**src/rtl/lsu_pkg.sv**
```systemverilog
// -----------------------------------------------------------------------------
// lsu_pkg
// Shared definitions for the load/store unit: funct3 access-width codes and
// the transaction FSM state encoding.
// -----------------------------------------------------------------------------
package lsu_pkg;

  // funct3 width codes shared by loads and stores (BU/HU are load-only)
  localparam logic [2:0] F3_B  = 3'b000;
  localparam logic [2:0] F3_H  = 3'b001;
  localparam logic [2:0] F3_W  = 3'b010;
  localparam logic [2:0] F3_BU = 3'b100;
  localparam logic [2:0] F3_HU = 3'b101;

  typedef enum logic [1:0] {
    ST_IDLE = 2'd0,
    ST_REQ  = 2'd1,
    ST_RESP = 2'd2,
    ST_ERR  = 2'd3
  } lsu_state_e;

endpackage : lsu_pkg

```
**src/rtl/lsu_align.sv**
```systemverilog
// -----------------------------------------------------------------------------
// lsu_align
// Purely combinational alignment helper.
//   Request side : from the raw decoded op and the byte lane of the effective
//                  address, produce lane-replicated store data, byte strobes,
//                  and the misaligned / illegal classification.
//   Response side: from a stored width code and lane, extract the byte/half
//                  from a 32-bit read word and sign- or zero-extend it.
// Ports:
//   is_load, is_store, funct3, lane, store_data -> wdata, wstrb,
//                                                  misaligned, illegal
//   ld_funct3, ld_lane, rdata                   -> load_data
// -----------------------------------------------------------------------------
module lsu_align
  import lsu_pkg::*;
(
  input  logic        is_load,
  input  logic        is_store,
  input  logic [2:0]  funct3,
  input  logic [1:0]  lane,
  input  logic [31:0] store_data,
  output logic [31:0] wdata,
  output logic [3:0]  wstrb,
  output logic        misaligned,
  output logic        illegal,
  input  logic [2:0]  ld_funct3,
  input  logic [1:0]  ld_lane,
  input  logic [31:0] rdata,
  output logic [31:0] load_data
);

  logic        ld_code_ok;
  logic        st_code_ok;
  logic signed [7:0]  rd_byte;
  logic signed [15:0] rd_half;

  // Store lanes: the memory picks the lane via strobes, so the data is simply
  // replicated across all lanes.
  always_comb begin
    wdata = '0;
    wstrb = '0;
    if (is_store) begin
      case (funct3)
        F3_B: begin
          wdata = {4{store_data[7:0]}};
          wstrb = 4'b0001 << lane;
        end
        F3_H: begin
          wdata = {2{store_data[15:0]}};
          wstrb = 4'b0011 << lane;
        end
        F3_W: begin
          wdata = store_data;
          wstrb = 4'b1111;
        end
        default: ;
      endcase
    end
  end

  always_comb begin
    ld_code_ok = (funct3 == F3_B) || (funct3 == F3_H) || (funct3 == F3_W) ||
                 (funct3 == F3_BU) || (funct3 == F3_HU);
    st_code_ok = (funct3 == F3_B) || (funct3 == F3_H) || (funct3 == F3_W);
    illegal    = (is_load && is_store) ||
                 (is_load && !ld_code_ok) ||
                 (is_store && !st_code_ok);
    misaligned = (is_load || is_store) &&
                 ((((funct3 == F3_H) || (funct3 == F3_HU)) && lane[0]) ||
                  ((funct3 == F3_W) && (lane != 2'b00)));
  end

  // Load extraction; halves are only ever at lane 0 or 2 once aligned.
  always_comb begin
    rd_byte   = rdata[{ld_lane, 3'b000} +: 8];
    rd_half   = ld_lane[1] ? rdata[31:16] : rdata[15:0];
    load_data = '0;
    case (ld_funct3)
      F3_B:    load_data = 32'(rd_byte);
      F3_H:    load_data = 32'(rd_half);
      F3_W:    load_data = rdata;
      F3_BU:   load_data = {24'd0, rd_byte};
      F3_HU:   load_data = {16'd0, rd_half};
      default: load_data = '0;
    endcase
  end

endmodule : lsu_align

```
**src/rtl/load_store_unit.sv**
```systemverilog
// -----------------------------------------------------------------------------
// load_store_unit
// Executes one decoded load or store as a single-beat req/ready transaction on
// the data-memory port and returns extended load data for writeback.
// Ports:
//   clk, rst                       clock, synchronous active-high reset
//   start, is_load, is_store,      decoded op, sampled only when idle
//   funct3, base, offset,
//   store_data
//   busy, done, wb_en, load_data   core handshake / writeback
//   misaligned, illegal            one-cycle error pulses alongside done
//   mem_req, mem_we, mem_addr,     registered data-memory request
//   mem_wdata, mem_wstrb
//   mem_ready, mem_rdata           memory completion and read data
// -----------------------------------------------------------------------------
module load_store_unit
  import lsu_pkg::*;
#(
  parameter int ADDR_W = 32
) (
  input  logic              clk,
  input  logic              rst,
  input  logic              start,
  input  logic              is_load,
  input  logic              is_store,
  input  logic [2:0]        funct3,
  input  logic [31:0]       base,
  input  logic [31:0]       offset,
  input  logic [31:0]       store_data,
  output logic              busy,
  output logic              done,
  output logic              wb_en,
  output logic [31:0]       load_data,
  output logic              misaligned,
  output logic              illegal,
  output logic              mem_req,
  output logic              mem_we,
  output logic [ADDR_W-1:0] mem_addr,
  output logic [31:0]       mem_wdata,
  output logic [3:0]        mem_wstrb,
  input  logic              mem_ready,
  input  logic [31:0]       mem_rdata
);

  lsu_state_e        state_q, state_d;
  logic [ADDR_W-1:0] addr_q, addr_d;
  logic              we_q, we_d;
  logic [31:0]       wdata_q, wdata_d;
  logic [3:0]        wstrb_q, wstrb_d;
  logic [2:0]        f3_q, f3_d;
  logic [1:0]        lane_q, lane_d;
  logic              is_ld_q, is_ld_d;
  logic [31:0]       ld_data_q, ld_data_d;
  logic              mis_q, mis_d;
  logic              ill_q, ill_d;

  logic [31:0] ea;
  logic        accept;
  logic [31:0] al_wdata;
  logic [3:0]  al_wstrb;
  logic        al_mis;
  logic        al_ill;
  logic [31:0] al_load;

  assign ea     = base + offset;
  assign accept = (state_q == ST_IDLE) && start && (is_load || is_store);

  // Request side uses the live decode; response side uses the width/lane
  // captured at accept, since the decode inputs may change while waiting.
  lsu_align u_align (
    .is_load    (is_load),
    .is_store   (is_store),
    .funct3     (funct3),
    .lane       (ea[1:0]),
    .store_data (store_data),
    .wdata      (al_wdata),
    .wstrb      (al_wstrb),
    .misaligned (al_mis),
    .illegal    (al_ill),
    .ld_funct3  (f3_q),
    .ld_lane    (lane_q),
    .rdata      (mem_rdata),
    .load_data  (al_load)
  );

  always_comb begin
    state_d   = state_q;
    addr_d    = addr_q;
    we_d      = we_q;
    wdata_d   = wdata_q;
    wstrb_d   = wstrb_q;
    f3_d      = f3_q;
    lane_d    = lane_q;
    is_ld_d   = is_ld_q;
    ld_data_d = ld_data_q;
    mis_d     = mis_q;
    ill_d     = ill_q;
    case (state_q)
      ST_IDLE: begin
        if (accept) begin
          mis_d = al_mis;
          ill_d = al_ill;
          if (al_mis || al_ill) begin
            state_d = ST_ERR;
          end else begin
            state_d = ST_REQ;
            addr_d  = ADDR_W'({ea[31:2], 2'b00});
            we_d    = is_store;
            wdata_d = is_store ? al_wdata : '0;
            wstrb_d = al_wstrb;
            f3_d    = funct3;
            lane_d  = ea[1:0];
            is_ld_d = is_load;
          end
        end
      end
      ST_REQ: begin
        if (mem_ready) begin
          state_d = ST_RESP;
          if (is_ld_q) ld_data_d = al_load;
        end
      end
      ST_RESP: state_d = ST_IDLE;
      ST_ERR:  state_d = ST_IDLE;
      default: state_d = ST_IDLE;
    endcase
  end

  // Every visible output resets to zero, so the datapath registers reset too.
  always_ff @(posedge clk) begin
    if (rst) begin
      state_q   <= ST_IDLE;
      addr_q    <= '0;
      we_q      <= 1'b0;
      wdata_q   <= '0;
      wstrb_q   <= '0;
      f3_q      <= '0;
      lane_q    <= '0;
      is_ld_q   <= 1'b0;
      ld_data_q <= '0;
      mis_q     <= 1'b0;
      ill_q     <= 1'b0;
    end else begin
      state_q   <= state_d;
      addr_q    <= addr_d;
      we_q      <= we_d;
      wdata_q   <= wdata_d;
      wstrb_q   <= wstrb_d;
      f3_q      <= f3_d;
      lane_q    <= lane_d;
      is_ld_q   <= is_ld_d;
      ld_data_q <= ld_data_d;
      mis_q     <= mis_d;
      ill_q     <= ill_d;
    end
  end

  assign busy       = (state_q != ST_IDLE);
  assign done       = (state_q == ST_RESP) || (state_q == ST_ERR);
  assign wb_en      = (state_q == ST_RESP) && is_ld_q;
  assign load_data  = ld_data_q;
  // Illegal wins when both classifications apply.
  assign illegal    = (state_q == ST_ERR) && ill_q;
  assign misaligned = (state_q == ST_ERR) && mis_q && !ill_q;
  assign mem_req    = (state_q == ST_REQ);
  assign mem_we     = we_q;
  assign mem_addr   = addr_q;
  assign mem_wdata  = wdata_q;
  assign mem_wstrb  = wstrb_q;

endmodule : load_store_unit

```
**config.mk**
```make
export PLATFORM = sky130hd
export DESIGN_NAME = load_store_unit
export DESIGN_NICKNAME = d
export VERILOG_FILES = /design/src/rtl/lsu_pkg.sv /design/src/rtl/lsu_align.sv /design/src/rtl/load_store_unit.sv
export SDC_FILE = /design/constraint.sdc
export NUM_CORES = 1
export LEC_CHECK = 0
export CAP_MARGIN = 10
export CORE_MARGIN = 2
export CORE_UTILIZATION = 28
export CTS_CLUSTER_DIAMETER = 80
export DETAILED_ROUTE_END_ITERATION = 8
export PLACE_DENSITY_LB_ADDON = 0.2
export SETUP_SLACK_MARGIN = 0.4
export SLEW_MARGIN = 20
export SYNTH_ARGS = -nofsm -noshare
export SYNTH_HDL_FRONTEND = slang
export SYNTH_SLANG_ARGS = --single-unit
```
**constraint.sdc**
```tcl
create_clock -name clk -period 8.3 [get_ports clk]
set_input_delay 1.66 -clock clk [delete_from_list [all_inputs] [get_ports clk]]
set_output_delay 1.66 -clock clk [all_outputs]
set_load 0.05 [all_outputs]
```
==> insert_results.sql, run 1 <==
INSERT INTO impl_metrics (metric_group, metric, value, unit) VALUES
('finish', 'layout.cells.most_common', 'sky130_fd_sc_hd__clkdlybuf4s50_1', ''),
('clock_tree', 'clk-insertion-delay-late', '0.37', 'ns'),
('logic_synthesis', 'syn_area_per_cell', '7.416', 'um^2'),
('logic_synthesis', 'synth.ff_latch_count', '109', ''),
('logic_synthesis', 'synth-adder-area-share', '6.344', '%'),
('clock_tree', 'tritoncts_num_sinks', '109', ''),
('power_and_ir_drop', 'design_power_total', '1.400', 'mW'),
('sta', 'setup_viol', '0', ''),
('logic_synthesis', 'postSynth.topFlopCell', 'sky130_fd_sc_hd__dfxtp_1', ''),
('hold_path', 'worst_hold_path_type', 'reg -> reg', ''),
('clock_tree', 'post-cts-setup-buffer-count', '0', ''),
('clock_tree', 'clockBufferDepth', '2', ''),
('logic_synthesis', 'number_of_flops_mapped_to_enable_cells_by_yosys', '0', ''),
('critical_path', 'crit_family', 'buffers and inverters', ''),
('critical_path', 'critPathArrivalTime', '5.49', 'ns'),
('sta', 'final.period_utilization', '63.17', '%'),
('power_and_ir_drop', 'ir_worst_vdd', '0.07017', 'mV'),
('logic_synthesis', 'synth_top_family_by_area', 'compound AO/OA/AOI/OAI gates', ''),
('detailed_routing', 'routed-via-count', '7014', ''),
('sta', 'setup_repair_after_global_routing_missed_its_margin', 'no', ''),
('sta', 'number_of_max_slew_violations_in_the_final_report', '0', ''),
('logic_synthesis', 'synth_compound_gate_area_share', '27.57', '%'),
('sta', 'setup_tns', '0', 'ns'),
('sta', 'finalCriticalPeriod', '5.243', 'ns'),
('sta', 'fmax', '0.1907', 'GHz'),
('logic_synthesis', 'synth-xor-area-share', '2.452', '%'),
('floorplanning', 'die-area', '24190', 'um^2'),
('global_routing', 'grt.total_usage', '18.48', '%'),
('detailed_routing', 'ant_nets', '0', ''),
('detailed_routing', 'detail_route.drc_violations', '0', ''),
('finish', 'layout.cell_area.non_filler', '9310', 'um^2'),
('global_routing', 'grt_antenna_before_repair', '2', ''),
('sta', 'timing.clock.skew', '0.01346', 'ns'),
('placement', 'place.port_buffers', '241', ''),
('sta', 'worst_hold_slack_after_final_layout', '0.4482', 'ns'),
('global_routing', 'vias_in_the_first_global_route', '6523', ''),
('floorplanning', 'floorplan.rows', '55', ''),
('logic_synthesis', 'postSynth.asyncResetShare', '0', '%'),
('logic_synthesis', 'post_synth_instance_area', '6430', 'um^2'),
('logic_synthesis', 'muxShareOfSynthArea', '1.907', '%'),
('floorplanning', 'initial_core_util', '28.49', '%'),
('power_and_ir_drop', 'powerDensity', '150.4', 'nW/um^2'),
('clock_tree', 'clock_tree.root_cell', 'sky130_fd_sc_hd__clkbuf_16', ''),
('outcome', 'run_status', 'complete, no violations', ''),
('critical_path', 'nature_of_the_critical_path_startpoint', 'input pin', ''),
('clock_tree', 'ctsResizeCount', '0', ''),
('logic_synthesis', 'post_synth_inst_count', '867', ''),
('finish', 'syn_to_final_growth', '44.79', '%'),
('sta', 'hold_violations', '0', ''),
('critical_path', 'crit_path_category', 'in -> reg', ''),
('critical_path', 'cp_slowest_cell', 'sky130_fd_sc_hd__clkdlybuf4s50_1', ''),
('critical_path', 'cp_cell_sequence', 'clkdlybuf4s50_1 -> nor2b_1 -> o21ai_2 -> a21boi_2 -> or3_2 -> buf_4 -> nor2_1 -> o2111a_1 -> a2111o_1', ''),
('finish', 'design.final.nets', '1235', ''),
('detailed_routing', 'drtPass1Iterations', '5', ''),
('clock_tree', 'cts_htree_levels', '3', ''),
('clock_tree', 'hold_buffers', '0', ''),
('logic_synthesis', 'synth.yosys.warnings', '0', ''),
('placement', 'place_area', '9005', 'um^2'),
('critical_path', 'crit_path_max_fanout', '54', ''),
('clock_tree', 'cts.reportedPaths.clkPinSlew', '0.08', 'ns'),
('global_routing', 'global_route_wire_length_before_repair', '35.54', 'mm'),
('floorplanning', 'core', '22570', 'um^2'),
('critical_path', 'required', '8.55', 'ns'),
('detailed_routing', 'dr.first_iter.drc_count', '407', ''),
('placement', 'place.gp.congestion', '0.8841', ''),
('finish', 'layout.cells.most_common_list', 'sky130_fd_sc_hd__clkdlybuf4s50_1 (240), sky130_fd_sc_hd__a21oi_1 (133), sky130_fd_sc_hd__nand2_1 (115)', ''),
('sta', 'max_slew.worst_pin.slew', '1.040', 'ns'),
('finish', 'layout-drive-gt1-share', '3.361', '%'),
('power_and_ir_drop', 'p_leak', '3.385', 'nW'),
('finish', 'post_layout_nonfiller_instances', '1357', ''),
('clock_tree', 'clock_tree_from_tritoncts', 'done', '');
==> sequential cells by signal, indices dropped and copies added, names as in the netlist <==
signal	count
f3_q	3
ill_q	1
is_ld_q	1
lane_q	2
load_data	32
mem_addr	30
mem_wdata	32
mem_we	1
mem_wstrb	4
mis_q	1
state_q	2
==> synth_stat cells (2+ instances only) <==
master                     number  area (um^2)
sky130_fd_sc_hd__a211oi_1       2        15.01
sky130_fd_sc_hd__nor2_1       109        409.1
sky130_fd_sc_hd__or3_1          4        25.02
sky130_fd_sc_hd__nor3_1        24        120.1
sky130_fd_sc_hd__xnor2_1        9        78.83
sky130_fd_sc_hd__dfxtp_1      109         2182
sky130_fd_sc_hd__nand2_1      115        431.7
sky130_fd_sc_hd__xor2_1         9        78.83
sky130_fd_sc_hd__a222oi_1       9        90.09
sky130_fd_sc_hd__o21a_1         8        60.06
sky130_fd_sc_hd__ha_1          31        387.9
sky130_fd_sc_hd__o21ai_1        8        40.04
sky130_fd_sc_hd__clkbuf_1      45        168.9
sky130_fd_sc_hd__mux2_2         2        22.52
sky130_fd_sc_hd__a221o_1        8        80.08
sky130_fd_sc_hd__buf_2          7        35.03
sky130_fd_sc_hd__or4_1          3        22.52
sky130_fd_sc_hd__nand2b_1       6        37.54
sky130_fd_sc_hd__a21boi_0       2        15.01
sky130_fd_sc_hd__nor2b_1       15        93.84
sky130_fd_sc_hd__buf_1          5        18.77
sky130_fd_sc_hd__a22oi_1       19        142.6
sky130_fd_sc_hd__o21ai_0       44        220.2
sky130_fd_sc_hd__nand4_1       10        62.56
sky130_fd_sc_hd__buf_4          2        15.01
sky130_fd_sc_hd__o22ai_1        4        25.02
sky130_fd_sc_hd__and3_1         3        18.77
sky130_fd_sc_hd__mux2i_1       10        100.1
sky130_fd_sc_hd__a21o_1        16        120.1
sky130_fd_sc_hd__or2_2          3        18.77
sky130_fd_sc_hd__and4_1         2        17.52
sky130_fd_sc_hd__inv_1         13        48.80
sky130_fd_sc_hd__a21oi_1      133        665.6
sky130_fd_sc_hd__nor4_1         3        18.77
sky130_fd_sc_hd__nand3_1       29        145.1
sky130_fd_sc_hd__o211ai_1       4        30.03
sky130_fd_sc_hd__o221ai_1       2        17.52
sky130_fd_sc_hd__a31oi_1        9        56.30
sky130_fd_sc_hd__and2_1         5        31.28
==> where the power goes <==
part	internal, mW	leakage, nW	switching [mW]
sequential	0.538	0.881	0.0138
combinational	0.169	2.35	0.231
clock	0.215	0.149	0.234
total	0.922	3.39	0.479
==> cell type report <==
cell class	instances	area [um^2]	area share (%)
multi-input combinational	686	3963	42.56
timing repair buffer	247	2455	26.37
sequential	109	2182	23.44
tap	285	356.6	3.830
clock buffer	9	225.2	2.419
clock inverter	7	77.57	0.8332
inverter	13	48.80	0.5241
antenna	1	2.502	0.02688
==> cells by family after synthesis <==
logic type	count (synthesis)
AOI/OAI and AO/OA	287
xor gates and xnor gates	18
adders and majority gates	32
buffers and inverters	73
DFF	109
muxes	12
other	1
and+or+nand+nor	335
==> per-layer routing <==
| layer | global-route usage, % | part of all wire (%) | vias to the layer above |
|---|---|---|---|
| met1 | 24.30 | 45 | 3246 |
| li1 | - | - | 3495 |
| met5 | 0 | 0.056 | - |
| met4 | 7.951 | 3.3 | 2 |
| met3 | 4.306 | 7.1 | 40 |
| met2 | 29.01 | 45 | 231 |
==> per-stage QoR <==
stage / worst slack [ns] / util, %
after CTS: 3.083 / 41.24
after floorplan: 4.305 / -
after global placement: 2.795 / 39.89
after detailed placement: 2.694 / 39.89
final: 3.057 / 41.25
after global routing: 2.800 / 41.25
==> final timing paths <==
path,end,startpoint,depth (start not counted)
worst min-delay path,mem_addr[29],mem_addr[29],2
worst max register to register,mem_addr[24],state_q[1],6
worst min register to register,mem_addr[29],mem_addr[29],2
worst max-delay path,mem_addr[24],funct3[0],9
==> worst reg2reg max path: stages (launching register included) <==
cell and delay [ns]:
sky130_fd_sc_hd__dfxtp_1 0.38, sky130_fd_sc_hd__nor2_1 0.18, sky130_fd_sc_hd__nand3_1 0.24, sky130_fd_sc_hd__or2_0 0.40, sky130_fd_sc_hd__nor2_4 0.79, sky130_fd_sc_hd__nor2_1 0.36
sky130_fd_sc_hd__a2111o_1 0.50
Power figures use the tool's default switching activity.
==> inputs of run 2 (changes only) <==
==> constraint.sdc (replaced) <==
create_clock -name clk -period 4.3 [get_ports clk]
set_input_delay 0.86 -clock clk [delete_from_list [all_inputs] [get_ports clk]]
set_output_delay 0.86 -clock clk [all_outputs]
set_load 0.05 [all_outputs]
==> insert_results.sql, run 2 (synthesis results as in run 1) <==
INSERT INTO impl_metrics (metric_group, metric, value, unit) VALUES
('outcome', 'run_status', 'complete, no violations', ''),
('finish', 'layout.cells.most_common_list', 'sky130_fd_sc_hd__clkdlybuf4s50_1 (240), sky130_fd_sc_hd__a21oi_1 (133), sky130_fd_sc_hd__nand2_1 (115)', ''),
('global_routing', 'gr_busiest_metal', 'met2', ''),
('finish', 'layout.cells.most_common', 'sky130_fd_sc_hd__clkdlybuf4s50_1', ''),
('sta', 'setup_tns', '0', 'ns'),
('finish', 'n_antenna_cell', '0', ''),
('global_routing', 'grt_util_met3', '4.861', '%'),
('critical_path', 'cp-startpoint', 'offset[0]', ''),
('sta', 'final.period_utilization', '82.98', '%'),
('detailed_routing', 'routed_via_density', '5.212', ''),
('clock_tree', 'cts_inserted_buffers', '9', ''),
('detailed_routing', 'dr.first_iter.drc_count', '402', ''),
('global_routing', 'grt_max_degree', '70', ''),
('sta', 'finalCriticalPeriod', '3.568', 'ns'),
('power_and_ir_drop', 'ir_worst_vdd', '0.1765', 'mV'),
('placement', 'place_inst', '1347', ''),
('global_routing', 'global_route.overflow_total', '0', ''),
('finish', 'finalCoreUtilization', '41.37', '%'),
('placement', 'place.port_buffers', '241', ''),
('floorplanning', 'fp.dieH', '155.5', 'um'),
('clock_tree', 'clk-insertion-delay-late', '0.35', 'ns'),
('sta', 'max_slew.worst_pin.slew', '1.061', 'ns'),
('critical_path', 'crit_path_category', 'in -> reg', ''),
('finish', 'fillerInstances', '2342', ''),
('clock_tree', 'hold_buffers', '0', ''),
('global_routing', 'globalRouteMet1Util', '24.54', '%'),
('clock_tree', 'clock_tree.root_cell', 'sky130_fd_sc_hd__clkbuf_16', ''),
('hold_path', 'hold_path_startpoint', 'mem_wdata[6]', ''),
('sta', 'hold_violations', '0', ''),
('hold_path', 'worst_hold_path.num_cells', '2', ''),
('placement', 'place.gp.congestion', '0.8640', ''),
('critical_path', 'critPathArrivalTime', '3.81', 'ns'),
('detailed_routing', 'ant_nets', '0', ''),
('clock_tree', 'cts.reportedPaths.clkPinSlew', '0.08', 'ns'),
('power_and_ir_drop', 'p_leak', '3.403', 'nW'),
('detailed_routing', 'detail_route.drc_violations', '0', ''),
('sta', 'slew-limit-headroom', '28.72', '%'),
('global_routing', 'grt.total_usage', '18.79', '%'),
('power_and_ir_drop', 'design_power_total', '2.658', 'mW'),
('floorplanning', 'die-area', '24190', 'um^2'),
('clock_tree', 'clock_tree_from_tritoncts', 'done', ''),
('critical_path', 'cp_cell_sequence', 'clkdlybuf4s50_1 -> ha_1 -> inv_1 -> fa_1 -> or3_1 -> a21boi_2 -> or3_2 -> nand2b_1 -> buf_4 -> nor4_1 -> a2111o_1', ''),
('detailed_routing', 'routed-via-count', '7104', ''),
('global_routing', 'grt_antenna_before_repair', '0', ''),
('detailed_routing', 'drtPass1Iterations', '5', ''),
('floorplanning', 'initial_core_util', '28.49', '%'),
('critical_path', 'crit_path_end_kind', 'register', ''),
('floorplanning', 'pin_count', '244', ''),
('clock_tree', 'tritoncts_num_sinks', '109', ''),
('critical_path', 'required', '4.55', 'ns'),
('finish', 'design.final.nets', '1243', ''),
('power_and_ir_drop', 'powerDensity', '284.7', 'nW/um^2'),
('global_routing', 'vias_in_the_first_global_route', '6682', ''),
('sta', 'fmax', '0.2802', 'GHz'),
('finish', 'layout-drive-gt1-share', '3.989', '%'),
('floorplanning', 'core', '22570', 'um^2'),
('clock_tree', 'cts_htree_levels', '3', ''),
('hold_path', 'worst_hold_path_type', 'reg -> reg', ''),
('global_routing', 'global_route_wire_length_before_repair', '36.18', 'mm'),
('clock_tree', 'clockBufferDepth', '2', ''),
('critical_path', 'worst_r2r_startpoint', 'state_q[1]', ''),
('critical_path', 'crit_path_max_fanout', '10', ''),
('job', 'max_cap_violations', '0', ''),
('sta', 'setup_repair_after_global_routing_missed_its_margin', 'no', ''),
('placement', 'hpwl_detailed', '18.14', 'mm'),
('finish', 'syn_to_final_growth', '45.24', '%'),
('sta', 'number_of_max_slew_violations_in_the_final_report', '0', ''),
('floorplanning', 'floorplan.rows', '55', ''),
('floorplanning', 'fp.dieW', '155.5', 'um'),
('sta', 'timing.clock.skew', '0.006783', 'ns'),
('sta', 'setup_viol', '0', ''),
('detailed_routing', 'post_drt_wl_per_cell', '17.30', 'um'),
('global_routing', 'grt_use_met2', '30.26', '%'),
('finish', 'post_layout_nonfiller_instances', '1363', ''),
('critical_path', 'nature_of_the_critical_path_startpoint', 'input pin', ''),
('critical_path', 'cp_slowest_cell', 'sky130_fd_sc_hd__fa_1', ''),
('critical_path', 'critical_path.max_stage_delay', '0.58', 'ns'),
('critical_path', 'timing.reg2reg.worst_path_depth', '6', ''),
('detailed_routing', 'drt_wirelength', '23.57', 'mm');
run 2: where the power goes:
part / total, mW / switching [mW] / internal [mW] / leakage (nW)
clock network: 0.809 / 0.412 / 0.397 / 0.133
registers: 1.06 / 0.0265 / 1.04 / 0.881
logic: 0.785 / 0.453 / 0.331 / 2.39
run 2: layout make-up:
type | count | area [um^2] | share of cell area, %
clock buffer | 9 | 225.2 | 2.412
inverter | 13 | 48.80 | 0.5225
multi-input combinational | 687 | 3969 | 42.50
clock inverter | 6 | 50.05 | 0.5359
timing repair buffer | 254 | 2507 | 26.85
sequential | 109 | 2182 | 23.37
tap | 285 | 356.6 | 3.818
run 2: timing repair:
item                                    CTS  global route
endpoints found under the setup margin    0             2
gates resized for setup                   0             0
buffers inserted                          0             0
run 2: metrics by stage:
| stage | worst slack, ns | hold slack [ns] | instance area, um^2 |
|---|---|---|---|
| 4_1_cts | 0.5005 | 0.4575 | 9333 |
| 3_3_place_gp | 0.1560 | 0.4382 | 9057 |
| 5_1_grt | 0.6147 | 0.4655 | 9339 |
| 3_5_place_dp | 0.1063 | 0.4471 | 9057 |
| 6_report | 0.7317 | 0.4560 | 9339 |
| 2_1_floorplan | 1.105 | 0.4498 | 6434 |
run 2: per-layer routing:
metal / up-vias / wire, um
li1: 3517 / -
met1: 3333 / 10560
met2: 224 / 10810
met3: 30 / 1546
met4: 0 / 663
met5: - / 0
run 2: worst paths after layout:
path                  endpoint  slack, ns
setup / recovery  mem_addr[24]       0.73
setup reg to reg  mem_addr[24]       1.71
hold reg to reg   mem_wdata[6]       0.46
hold / removal    mem_wdata[6]       0.46
run 2: worst max-delay path: cells and delay by family:
| family | cells | cell delay [ns] |
|---|---|---|
| AO/OA/AOI/OAI | 2 | 0.66 |
| AND/OR/NAND/NOR | 4 | 0.86 |
| adder cells (fa/ha/maj) | 2 | 0.74 |
| buffers and inverters | 3 | 0.70 |
==> inputs of run 3 (changes only) <==
==> constraint.sdc (replaced) <==
create_clock -name clk -period 3.3 [get_ports clk]
set_input_delay 0.66 -clock clk [delete_from_list [all_inputs] [get_ports clk]]
set_output_delay 0.66 -clock clk [all_outputs]
set_load 0.05 [all_outputs]
==> insert_results.sql, run 3 (synthesis results as in run 1) <==
INSERT INTO impl_metrics (metric_group, metric, value, unit) VALUES
('placement', 'place.port_buffers', '241', ''),
('clock_tree', 'cts.reportedPaths.clkPinSlew', '0.07', 'ns'),
('global_routing', 'grt.total_usage', '19.02', '%'),
('detailed_routing', 'drtPass1Iterations', '6', ''),
('finish', 'finalCoreUtilization', '44.57', '%'),
('sta', 'max_slew.worst_pin.slew', '0.6628', 'ns'),
('floorplanning', 'initial_core_util', '28.49', '%'),
('detailed_routing', 'maxUsedRoutingLayer', 'met4', ''),
('placement', 'hpwl_detailed', '18.31', 'mm'),
('sta', 'final.period_utilization', '88.14', '%'),
('critical_path', 'crit_path_category', 'in -> reg', ''),
('critical_path', 'crit_path_max_fanout', '5', ''),
('floorplanning', 'floorplan.rows', '55', ''),
('detailed_routing', 'drt_wirelength', '23.73', 'mm'),
('floorplanning', 'die-area', '24190', 'um^2'),
('sta', 'finalCriticalPeriod', '2.909', 'ns'),
('global_routing', 'vias_in_the_first_global_route', '6878', ''),
('clock_tree', 'cts_inserted_buffers', '9', ''),
('critical_path', 'critPathArrivalTime', '3.16', 'ns'),
('finish', 'layout-drive-gt1-share', '11.39', '%'),
('floorplanning', 'pin_count', '244', ''),
('global_routing', 'global_route.overflow_total', '0', ''),
('clock_tree', 'clock_tree.root_cell', 'sky130_fd_sc_hd__clkbuf_16', ''),
('placement', 'place.gp.congestion', '0.8614', ''),
('global_routing', 'grt_antenna_before_repair', '0', ''),
('sta', 'setup_tns', '0', 'ns'),
('power_and_ir_drop', 'p_leak', '3.794', 'nW'),
('detailed_routing', 'dr.first_iter.drc_count', '375', ''),
('floorplanning', 'core', '22570', 'um^2'),
('sta', 'slew-limit-headroom', '55.57', '%'),
('finish', 'layout.cell_area.non_filler', '10060', 'um^2'),
('clock_tree', 'clk-insertion-delay-late', '0.36', 'ns'),
('clock_tree', 'hold_buffers', '0', ''),
('detailed_routing', 'post_drt_wl_per_cell', '16.64', 'um'),
('detailed_routing', 'route.met2.wl', '10.97', 'mm'),
('sta', 'timing.clock.skew', '0.008211', 'ns'),
('critical_path', 'crit_path_end_kind', 'register', ''),
('finish', 'layout.cells.most_common_list', 'sky130_fd_sc_hd__clkdlybuf4s50_1 (234), sky130_fd_sc_hd__a21oi_1 (129), sky130_fd_sc_hd__nand2_1 (115)', ''),
('finish', 'layout.cells.most_common', 'sky130_fd_sc_hd__clkdlybuf4s50_1', ''),
('finish', 'design.final.nets', '1305', ''),
('job', 'max_cap_violations', '0', ''),
('sta', 'fmax', '0.3438', 'GHz'),
('finish', 'n_antenna_cell', '0', ''),
('finish', 'post_layout_nonfiller_instances', '1426', ''),
('placement', 'place_inst', '1405', ''),
('clock_tree', 'tritoncts_num_sinks', '109', ''),
('clock_tree', 'clock_tree_from_tritoncts', 'done', ''),
('detailed_routing', 'routed_via_density', '5.027', ''),
('detailed_routing', 'ant_nets', '0', ''),
('critical_path', 'nature_of_the_critical_path_startpoint', 'input pin', ''),
('clock_tree', 'cts_htree_levels', '3', ''),
('detailed_routing', 'detail_route.drc_violations', '0', ''),
('placement', 'place_area', '9552', 'um^2'),
('hold_path', 'worst_hold_path_type', 'reg -> reg', ''),
('sta', 'number_of_max_slew_violations_in_the_final_report', '0', ''),
('power_and_ir_drop', 'powerDensity', '369.5', 'nW/um^2'),
('sta', 'hold_violations', '0', ''),
('sta', 'setup_viol', '0', ''),
('global_routing', 'global_route_wire_length_before_repair', '36.55', 'mm'),
('outcome', 'run_status', 'complete, no violations', ''),
('floorplanning', 'fp.dieW', '155.5', 'um'),
('sta', 'worst_hold_slack_after_final_layout', '0.4513', 'ns'),
('global_routing', 'grt_max_degree', '58', ''),
('clock_tree', 'clockBufferDepth', '2', ''),
('detailed_routing', 'route.met3.wl', '1.740', 'mm'),
('power_and_ir_drop', 'ir_worst_vdd', '0.2485', 'mV'),
('detailed_routing', 'drt-met1-wl', '10.72', 'mm'),
('sta', 'setup_repair_after_global_routing_missed_its_margin', 'yes', ''),
('floorplanning', 'fp.dieH', '155.5', 'um'),
('finish', 'syn_to_final_growth', '56.47', '%'),
('critical_path', 'required', '3.55', 'ns'),
('detailed_routing', 'routed-via-count', '7168', '');
## run 3: cell types whose count changed in the layout (fill, tap and decap cells not counted), moves of 4 or more
cell,delta
sky130_fd_sc_hd__buf_4,+58
sky130_fd_sc_hd__nor3_1,-4
sky130_fd_sc_hd__a21oi_1,-4
sky130_fd_sc_hd__clkdlybuf4s50_1,-6
sky130_fd_sc_hd__ha_1,-6
sky130_fd_sc_hd__nor3_2,+4
sky130_fd_sc_hd__ha_4,+6
sky130_fd_sc_hd__a21oi_2,+4
## run 3: where the power goes
| group | switching, mW | leakage [nW] | internal, mW |
|---|---|---|---|
| combinational | 0.622 | 2.76 | 0.523 |
| sequential | 0.0327 | 0.881 | 1.35 |
| clock | 0.520 | 0.156 | 0.667 |
| total | 1.17 | 3.79 | 2.54 |
## run 3: final cells by class
| cell class | instances | area (um^2) |
|---|---|---|
| Sequential cell | 109 | 2182 |
| Clock buffer | 10 | 229.0 |
| Tap cell | 285 | 356.6 |
| Clock inverter | 6 | 87.58 |
| Inverter | 13 | 51.30 |
| Timing Repair Buffer | 317 | 3033 |
| Fill cell | 2348 | 12510 |
| Multi-Input combinational cell | 686 | 4121 |
## run 3: worst paths after layout
check,slack [ns],to,startpoint,cells after the start
max reg2reg,1.12,mem_wdata[18],state_q[1],6
min reg2reg,0.45,mem_addr[19],mem_addr[19],2
max,0.39,mem_addr[24],offset[9],11
min,0.45,mem_addr[19],mem_addr[19],2
## run 3: through the flow
stage / power (mW) / setup WS (ns)
after global routing: 3.913 / 0.2963
after global placement: 2.527 / -0.1650
after detailed placement: 2.527 / -0.2002
final: 3.718 / 0.3914
after CTS: 3.733 / 0.3982
after floorplan: 2.036 / 0.4070
## run 3: repair_timing
item,CTS,global route
pin swaps,4,14
buffers inserted,0,5
resized for setup,7,27
setup endpoints to repair,61,51
## run 3: critical path, stage by stage
cell and delay [ns]:
sky130_fd_sc_hd__clkdlybuf4s50_1 0.47, sky130_fd_sc_hd__ha_4 0.32, sky130_fd_sc_hd__nand2_1 0.09, sky130_fd_sc_hd__o21ai_1 0.25, sky130_fd_sc_hd__o311a_1 0.23, sky130_fd_sc_hd__o41ai_2 0.07
sky130_fd_sc_hd__buf_4 0.15, sky130_fd_sc_hd__a21oi_1 0.21, sky130_fd_sc_hd__nand2_1 0.10, sky130_fd_sc_hd__o2111a_1 0.23, sky130_fd_sc_hd__a2111o_1 0.37
## run 3: routing by layer
layer | GRT usage (%) | vias up
li1 | - | 3635
met5 | 0 | -
met2 | 31.54 | 232
met3 | 4.944 | 19
met4 | 4.412 | 0
met1 | 24.82 | 3282
